**src/rtl/uart_tx_serializer.sv**
```systemverilog
// UART transmit framer: one-byte holding register feeding a tick-paced shifter
// that emits start, 8 data bits LSB-first, optional parity and 1-2 stop bits.
`timescale 1ns/1ps
module uart_tx_serializer #(
    parameter int CLK_FREQ_HZ = 1_600_000,
    parameter int BAUD_RATE   = 100_000,
    parameter int PARITY_EN   = 0,
    parameter int PARITY_ODD  = 0,
    parameter int STOP_BITS   = 1
) (
    input  logic       clk,
    input  logic       rst_n,
    input  logic       tick,
    input  logic       tx_valid,
    input  logic [7:0] tx_data,
    output logic       tx_ready,
    output logic       tx,
    output logic       frame_done,
    output logic       busy
);
    typedef enum logic [2:0] {
        S_IDLE,
        S_START,
        S_DATA,
        S_PARITY,
        S_STOP
    } state_t;

    localparam logic PAR_EN   = (PARITY_EN != 0);
    localparam logic PAR_ODD  = (PARITY_ODD != 0);
    localparam logic TWO_STOP = (STOP_BITS == 2);

    // The rate parameters only describe the expected tick rate; no logic derives from them.
    if (BAUD_RATE <= 0 || CLK_FREQ_HZ < BAUD_RATE) begin : g_rate_doc
    end

    state_t     r_state, w_state_next;
    logic [7:0] r_shift, w_shift_next;
    logic [2:0] r_bit_idx, w_bit_idx_next;
    logic       r_stop_cnt, w_stop_cnt_next;
    logic       r_parity, w_parity_next;
    logic [7:0] r_hold_data, w_hold_data_next;
    logic       r_hold_full, w_hold_full_next;
    logic       r_tx, w_tx_next;
    logic       r_frame_done, w_frame_done_next;
    logic       w_load;
    logic       w_accept;

    always_ff @(posedge clk or negedge rst_n) begin
        if (!rst_n) begin
            r_state      <= S_IDLE;
            r_shift      <= '0;
            r_bit_idx    <= '0;
            r_stop_cnt   <= 1'b0;
            r_parity     <= 1'b0;
            r_hold_data  <= '0;
            r_hold_full  <= 1'b0;
            r_tx         <= 1'b1;
            r_frame_done <= 1'b0;
        end else begin
            r_state      <= w_state_next;
            r_shift      <= w_shift_next;
            r_bit_idx    <= w_bit_idx_next;
            r_stop_cnt   <= w_stop_cnt_next;
            r_parity     <= w_parity_next;
            r_hold_data  <= w_hold_data_next;
            r_hold_full  <= w_hold_full_next;
            r_tx         <= w_tx_next;
            r_frame_done <= w_frame_done_next;
        end
    end

    always_comb begin
        w_state_next      = r_state;
        w_shift_next      = r_shift;
        w_bit_idx_next    = r_bit_idx;
        w_stop_cnt_next   = r_stop_cnt;
        w_parity_next     = r_parity;
        w_hold_data_next  = r_hold_data;
        w_hold_full_next  = r_hold_full;
        w_tx_next         = r_tx;
        w_frame_done_next = 1'b0;
        w_load            = 1'b0;
        w_accept          = tx_valid && !r_hold_full;

        if (tick) begin
            case (r_state)
                S_IDLE: begin
                    w_load = r_hold_full;
                end
                S_START: begin
                    w_state_next   = S_DATA;
                    w_tx_next      = r_shift[0];
                    w_bit_idx_next = 3'd0;
                end
                S_DATA: begin
                    if (r_bit_idx != 3'd7) begin
                        w_shift_next   = {1'b0, r_shift[7:1]};
                        w_tx_next      = r_shift[1];
                        w_bit_idx_next = r_bit_idx + 3'd1;
                    end else if (PAR_EN) begin
                        w_state_next = S_PARITY;
                        w_tx_next    = r_parity;
                    end else begin
                        w_state_next    = S_STOP;
                        w_tx_next       = 1'b1;
                        w_stop_cnt_next = 1'b0;
                    end
                end
                S_PARITY: begin
                    w_state_next    = S_STOP;
                    w_tx_next       = 1'b1;
                    w_stop_cnt_next = 1'b0;
                end
                S_STOP: begin
                    if (r_stop_cnt == TWO_STOP) begin
                        w_frame_done_next = 1'b1;
                        w_stop_cnt_next   = 1'b0;
                        // A held byte starts its frame without an idle bit in between.
                        if (r_hold_full) begin
                            w_load = 1'b1;
                        end else begin
                            w_state_next = S_IDLE;
                            w_tx_next    = 1'b1;
                        end
                    end else begin
                        w_stop_cnt_next = 1'b1;
                    end
                end
                default: begin
                    w_state_next = S_IDLE;
                    w_tx_next    = 1'b1;
                end
            endcase
        end

        // Load only happens while the holding register is full, so tx_ready is
        // low and a new handshake cannot collide with it.
        if (w_load) begin
            w_state_next     = S_START;
            w_shift_next     = r_hold_data;
            w_parity_next    = (^r_hold_data) ^ PAR_ODD;
            w_tx_next        = 1'b0;
            w_hold_full_next = 1'b0;
        end else if (w_accept) begin
            w_hold_full_next = 1'b1;
            w_hold_data_next = tx_data;
        end
    end

    assign tx_ready   = !r_hold_full;
    assign tx         = r_tx;
    assign frame_done = r_frame_done;
    assign busy       = (r_state != S_IDLE) || r_hold_full;

endmodule

```
**config.mk**
```make
export PLATFORM = sky130hd
export DESIGN_NAME = uart_tx_serializer
export DESIGN_NICKNAME = d
export VERILOG_FILES = /design/src/rtl/uart_tx_serializer.sv
export SDC_FILE = /design/constraint.sdc
export NUM_CORES = 1
export LEC_CHECK = 0
export BUFFER_PORTS_ARGS = -buffer_cell sky130_fd_sc_hd__buf_2
export CORE_ASPECT_RATIO = 0.5
export CORE_MARGIN = 5
export CORE_UTILIZATION = 39
export CTS_CLUSTER_DIAMETER = 200
export DETAILED_ROUTE_END_ITERATION = 8
export PLACE_DENSITY = 0.56
export SKIP_CTS_REPAIR_TIMING = 1
export SYNTH_ARGS = -nofsm -noshare
export SYNTH_HDL_FRONTEND = slang
export SYNTH_SLANG_ARGS = --single-unit
```
**constraint.sdc**
```tcl
create_clock -name clk -period 2.1 [get_ports clk]
set_clock_uncertainty 0.1 [all_clocks]
set_input_delay 0.21 -clock clk [delete_from_list [all_inputs] [get_ports clk]]
set_output_delay 0.21 -clock clk [all_outputs]
set_load 0.05 [all_outputs]
```
==> results of run 1 <==
==> logic make-up after synthesis <==
family	after synthesis	share of synthesized area (%)
compound gates	17	9.70
fa+ha+maj	2	2.00
buf+inv	10	4.30
flops	25	50.1
mux	22	23.9
simple gates	20	10.0
==> Yosys cell counts, types with 2 or more instances <==
cell       count  area share [%]
dfrtp_1       24              48
mux2_4        14              17
mux2_2         7             6.3
o21ai_0        5             2.0
buf_2          4             1.6
inv_1          4             1.2
nor2_1         4             1.2
o2bb2ai_1      4             2.8
a22oi_1        3             1.8
nand2b_1       3             1.5
ha_1           2             2.0
nand2_1        2            0.60
nor3_1         2            0.80
nor3b_1        2             1.2
==> power groups by stage <==
stage	registers, uW	logic [uW]	clock network, uW
final	893	1040	309
after global routing	931	1130	347
after CTS	897	1050	316
after detailed placement	904	1040	0
after global placement	907	1030	0
after floorplan	884	850	0
==> per-layer routing <==
| layer | up-vias | GRT usage [%] | share of wire, % |
|---|---|---|---|
| li1 | 381 | - | - |
| met1 | 392 | 12.1 | 48 |
| met2 | 10 | 17.0 | 49 |
| met3 | 0 | 3.19 | 2.9 |
| met4 | 0 | 2.97 | 0 |
| met5 | - | 0 | 0 |
==> critical path, cell delays in order (launching register included) <==
cell and delay, ns:
dfrtp_1 0.42, ha_1 0.21, ha_1 0.24, nor3b_1 0.21, o211a_1 0.21, buf_12 0.14, mux2_4 0.29
==> final timing paths <==
| kind | endpoint | cells after the start |
|---|---|---|
| max reg2reg | r_shift[0] | 6 |
| max in group asynchronous | tx | 2 |
| min | r_hold_data[7] | 3 |
| min in group asynchronous | r_hold_data[5] | 2 |
| max | r_shift[0] | 6 |
| min reg2reg | r_hold_data[5] | 1 |
==> sequential cells by signal, summed over array words and instances, names as in the netlist <==
name / count
r_hold_full: 1
r_shift: 8
tx: 1
r_hold_data: 8
r_state: 3
frame_done: 1
r_bit_idx: 3
==> layout make-up <==
class | count | area [um^2] | area share [%]
sequential | 25 | 627 | 43.8
clock buffer | 3 | 41.3 | 2.88
inverter | 4 | 15.0 | 1.05
clock inverter | 1 | 8.76 | 0.611
multi-input combinational | 61 | 571 | 39.8
timing repair buffer | 19 | 120 | 8.38
tap | 40 | 50.0 | 3.49
==> through the flow <==
stage	instance area [um^2]	instances	utilization [%]	setup slack [ns]	total power (uW)
after floorplan	1250	96	-	0.301	1730
after global placement	1370	148	45.0	0.237	1940
after detailed placement	1370	148	45.0	0.210	1950
after CTS	1420	152	46.7	0.170	2260
after global routing	1430	153	47.0	0.0573	2400
final	1430	153	47.0	0.183	2240
==> layout by cell type, fill, tap and decap left out <==
master / count
a211oi_1: 1
a22o_1: 1
a22oi_1: 3
a31oi_1: 1
and2b_1: 1
and3_1: 1
and4bb_1: 1
buf_12: 1
buf_2: 15
buf_4: 2
clkbuf_8: 3
dfrtp_1: 24
dfstp_2: 1
dlygate4sd3_1: 1
ha_1: 2
inv_1: 4
inv_6: 1
mux2_2: 7
mux2_4: 14
mux2i_1: 1
nand2_1: 2
nand2b_1: 3
nand3_1: 1
nand4bb_1: 1
nor2_1: 4
nor2b_1: 1
nor3_1: 2
nor3b_1: 2
nor4bb_1: 1
o211a_1: 1
o21ai_0: 5
o22ai_1: 1
o2bb2ai_1: 4
==> impl_results.md, run 1 <==
- Clk Tree Root Cell: clkbuf_8
- Inserted Clock Buffers: 3
- Layout cells sized above 1: 38.9%
- Power Density: 1570 mW/mm^2
- Global route overflow: 0
- Critical path origin: r_bit_idx[0]
- Die width: 90.1 um
- CTS H-Tree Depth: 1
- Least-Margin Pin Slew: 0.569 ns
- GP Congestion: 0.733
- Clock Tree Buf Depth: 2
- Synth Warn #: 0
- Setup violators final: 0
- Critical Path AT: 1.98 ns
- Hold slack: 0.0230 ns
- Startpoint Class: flip-flop
- Remaining routing DRC violations: 0
- Reg-to-Reg Start: r_bit_idx[0]
- Clk_lat worst skew: 0.28 ns
- Hold Vio Cnt, Final: 0
- Worst Path Required: 2.16 ns
- Reg power frac: 39.8%
- Syn Area/Cell: 13.0 um^2
- Slew Limit Headroom: 62.1%
- Syn nets: 110
- Vias: 783
- Async set-reset flop share out of synthesis: 100%
- Initial core utilization: 41.1%
- Cell variety after synth: 30
- VDD IR max: 0.624 mV
- RSZ-0062 raised after global routing: no
- Tmin final: 1.92 ns
- Pins Over Slew Limit: 0
- Clock sink count: 25
- MaxCap Viol Count: 0
- TritonCTS clock tree: done
- Setup crit end kind: flip-flop
- DR pass1 iterations: 4
- Detail Placement HPWL: 1.45 mm
- Fill cell count: 303
- Via density per instance: 5.12
- Drt initial violations: 39
- Final ANT Viol Nets: 0
- WL/cell: 14.0 um
- LEAKAGE: 0.000675 uW
- FF+latch count, synth: 25
- Vias in the first global route: 791
- Pin count of the biggest net entering global routing: 26
- Total negative slack: 0 ns
- Int Pwr: 1450 uW
- Die footprint: 0.00451 mm^2
- IO Pins: 16
- Critical path class: reg -> reg
- EDFF count, synth: 0
- First-pass GRT wire length: 3.60 mm
- Status: complete, no violations
- Logic pwr share: 46.4%
- Area growth syn-to-layout: 14.5%
- Post-synthesis cell count: 96
- Initial antenna violation count: 0
- Gr usage total: 9.95%
- Switching part of the total: 35.4%
- Clock-pin transition on the worst setup and hold timing paths: 0.10 ns
- Die H: 50.1 um
- Core area: 0.00305 mm^2
- Final period util: 91.3%
- Register area share after synthesis: 50.1%
- Sw Pwr: 794 uW
- Main synth FF type: dfrtp_1
- HP Start: tx_data[7]
- R2R Setup Slk: 0.18 ns
- Critical path fanouts, max: 8
- Synthesized cell area: 0.00125 mm^2
- Port bufs: 15
- Max Freq: 522 MHz
- Row cnt: 14
- Diodes inserted: 0
- Clk network pwr share: 13.8%
- WL final: 2.14 mm
- Fin nets: 128
- Hold Path Class: in -> reg
Note: power is estimated with default switching activity, not from simulation.
==> run 2, diff against run 1 <==
--- a/config.mk
+++ b/config.mk
@@ -5,7 +5,7 @@
 export SDC_FILE = /design/constraint.sdc
 export NUM_CORES = 1
 export LEC_CHECK = 0
-export BUFFER_PORTS_ARGS = -buffer_cell sky130_fd_sc_hd__buf_2
+export BUFFER_PORTS_ARGS = -buffer_cell sky130_fd_sc_hd__clkbuf_2
 export CORE_ASPECT_RATIO = 0.5
 export CORE_MARGIN = 5
 export CORE_UTILIZATION = 39
==> run 2 against run 1 <==
Against the previous run:
- global-route usage up 0.35 points
- largest power group unchanged
- critical path type unchanged
- routed wire length down 1.3%
- cell area down 0.26%
==> impl_results.md, run 2 (same netlist as run 1, synthesis figures left out) <==
- Most frequent cells in the layout: dfrtp_1, clkbuf_2, mux2_4, mux2_2, o21ai_0
- Setup WS post-layout: 0.216 ns (+0.0334 ns)
- Reg-to-Reg Start: r_bit_idx[0]
- MaxCap Viol Count: 0 (unchanged)
- Die footprint: 0.00451 mm^2 (unchanged)
- Gr usage total: 10.3% (+0.35 points)
- Critical path class: reg -> reg
- Global route overflow: 0 (unchanged)
- Clock Tree Buf Depth: 2 (unchanged)
- Max Freq: 531 MHz (+1.8%)
- Critical Path AT: 1.95 ns (-0.03 ns)
- Port bufs: 15 (unchanged)
- Total negative slack: 0 ns (unchanged)
- Most common cell after layout, fill and taps aside: dfrtp_1
- Vias: 769 (-1.8%)
- GP Congestion: 0.715 (-2.4%)
- Status: complete, no violations
- WL/cell: 13.8 um (-1.3%)
- Tmin final: 1.88 ns (-0.0334 ns)
- CP cell instances: ha_1 > ha_1 > nor3b_1 > o211a_1 > buf_12 > mux2_4
- Clk_lat worst skew: 0.27 ns (about the same)
- Register area: 627 um^2 (unchanged)
- Hold path cells: 3 (unchanged)
- Initial antenna violation count: 0 (unchanged)
- Fin area: 0.00143 mm^2 (-0.26%)
- Clock sink count: 25 (unchanged)
- CTS H-Tree Depth: 1 (unchanged)
- Via density per instance: 5.03 (-1.8%)
- Clock-pin transition on the worst setup and hold timing paths: 0.09 ns (about the same)
- Int Pwr: 1440 uW (-0.48%)
- Diodes inserted: 0 (unchanged)
- IO Pins: 16 (unchanged)
- Worst Path Required: 2.16 ns (about the same)
- Pins Over Slew Limit: 0 (unchanged)
- Area of the multi-input gates: 571 um^2 (unchanged)
- LEAKAGE: 0.000677 uW (+0.28%)
- RSZ-0062 raised after global routing: no
- Crit-path max cell delay: 0.42 ns (about the same)
- TritonCTS clock tree: done
- WL final: 2.11 mm (-1.3%)
- Crit-path slowest cell: dfrtp_1
- Final period util: 89.7% (-1.6 points)
- First-pass GRT wire length: 3.69 mm (+2.5%)
- Sw Pwr: 775 uW (-2.3%)
- Pin count of the biggest net entering global routing: 26 (unchanged)
- Worst reg2reg path endpoint: r_shift[5]
- Logic pwr share: 46.6% (+0.2 points)
- Area growth syn-to-layout: 14.2%
- Critical path fanouts, max: 8 (unchanged)
- HP Start: tx_data[7]
- Layout cells sized above 1: 38.9% (unchanged)
- Clk network pwr share: 13.1% (-0.7 points)
- Die width: 90.1 um (unchanged)
- Fin nets: 128 (unchanged)
- Vias in the first global route: 771 (-2.5%)
- Switching part of the total: 34.9% (-0.43 points)
- Setup violators final: 0 (unchanged)
- Hold Vio Cnt, Final: 0 (unchanged)
- Detail Placement HPWL: 1.45 mm (-0.11%)
- Core area: 0.00305 mm^2 (unchanged)
- DR pass1 iterations: 4 (unchanged)
- Initial core utilization: 41.1% (unchanged)
- Slew Limit Headroom: 58.3% (-3.8 points)
- Row cnt: 14 (unchanged)
- R2R Setup Slk: 0.22 ns (+0.03 ns)
- CP most frequent cell: ha_1
- Inserted Clock Buffers: 3 (unchanged)
- Startpoint Class: flip-flop
- Clk Tree Root Cell: clkbuf_8
- Fill cell count: 294 (-3.0%)
- Reg power frac: 40.3% (+0.5 points)
- Setup crit end kind: flip-flop
- Largest registers: r_hold_data x8, r_shift x8
- Dpl ws: 0.227 ns (+0.0172 ns)
- Final ANT Viol Nets: 0 (unchanged)
- Least-Margin Pin Slew: 0.625 ns (+0.0565 ns)
- Die H: 50.1 um (unchanged)
- Hold Path Class: in -> reg
- Worst-case reg-to-reg path depth: 6 (unchanged)
- Drt initial violations: 31 (-21%)
- Power Density: 1550 mW/mm^2 (-0.88%)
- Remaining routing DRC violations: 0 (unchanged)
- VDD IR max: 0.770 mV (+23%)
- Placed inst area: 0.00137 mm^2 (unchanged)
- Hold endpoint: r_hold_data[7]
-- run 2: worst max-delay path by stage --
stage	startpoint	end	depth (start not counted)	slack, ns
6_report	r_bit_idx[0]	r_shift[5]	6	0.22
5_1_grt	r_bit_idx[0]	r_shift[0]	6	0.08
4_1_cts	r_bit_idx[0]	r_shift[3]	6	0.21
3_5_place_dp	r_bit_idx[0]	r_shift[4]	6	0.23
3_3_place_gp	r_bit_idx[0]	r_shift[6]	6	0.24
2_1_floorplan	r_bit_idx[0]	r_shift[0]	6	0.30
-- run 2: per-stage QoR --
stage	total power, uW	util, %	hold slack [ns]	std cells
finish	2220	46.9	0.0335	153
global route	2400	46.9	0.0387	153
global placement	1940	45.0	0.159	148
floorplan	1730	-	-0.186	96
detailed placement	1940	45.0	0.169	148
CTS	2260	46.6	-0.142	152
-- run 2: cell type report --
class,count,share of cell area [%]
clock buffers,3,2.89
clock inverters,1,0.350
inverters,4,1.05
multi-input cells,61,39.9
flip-flops and latches,25,43.9
well taps,40,3.50
repair buffers,19,8.41
-- run 2: power groups by stage --
| stage | logic [uW] | clock network, uW | registers [uW] |
|---|---|---|---|
| finish | 1030 | 290 | 894 |
| global route | 1130 | 335 | 933 |
| CTS | 1050 | 313 | 897 |
| detailed placement | 1040 | 0 | 905 |
| global placement | 1030 | 0 | 907 |
| floorplan | 850 | 0 | 884 |
-- run 2: metal layers --
| metal | GRT usage, % | up-vias | wire length [um] |
|---|---|---|---|
| met5 | 0 | - | 0 |
| met4 | 4.46 | 0 | 19 |
| met2 | 15.4 | 14 | 986 |
| li1 | - | 381 | - |
| met1 | 13.5 | 372 | 1010 |
| met3 | 3.50 | 2 | 91 |
-- run 2: worst max-delay path, delay by kind of cell (launching register included) --
kind	cells	cell delay, ns
compound gates	1	0.20
fa+ha+maj	2	0.44
buf+inv	1	0.14
flops	1	0.42
mux	1	0.30
simple gates	1	0.19
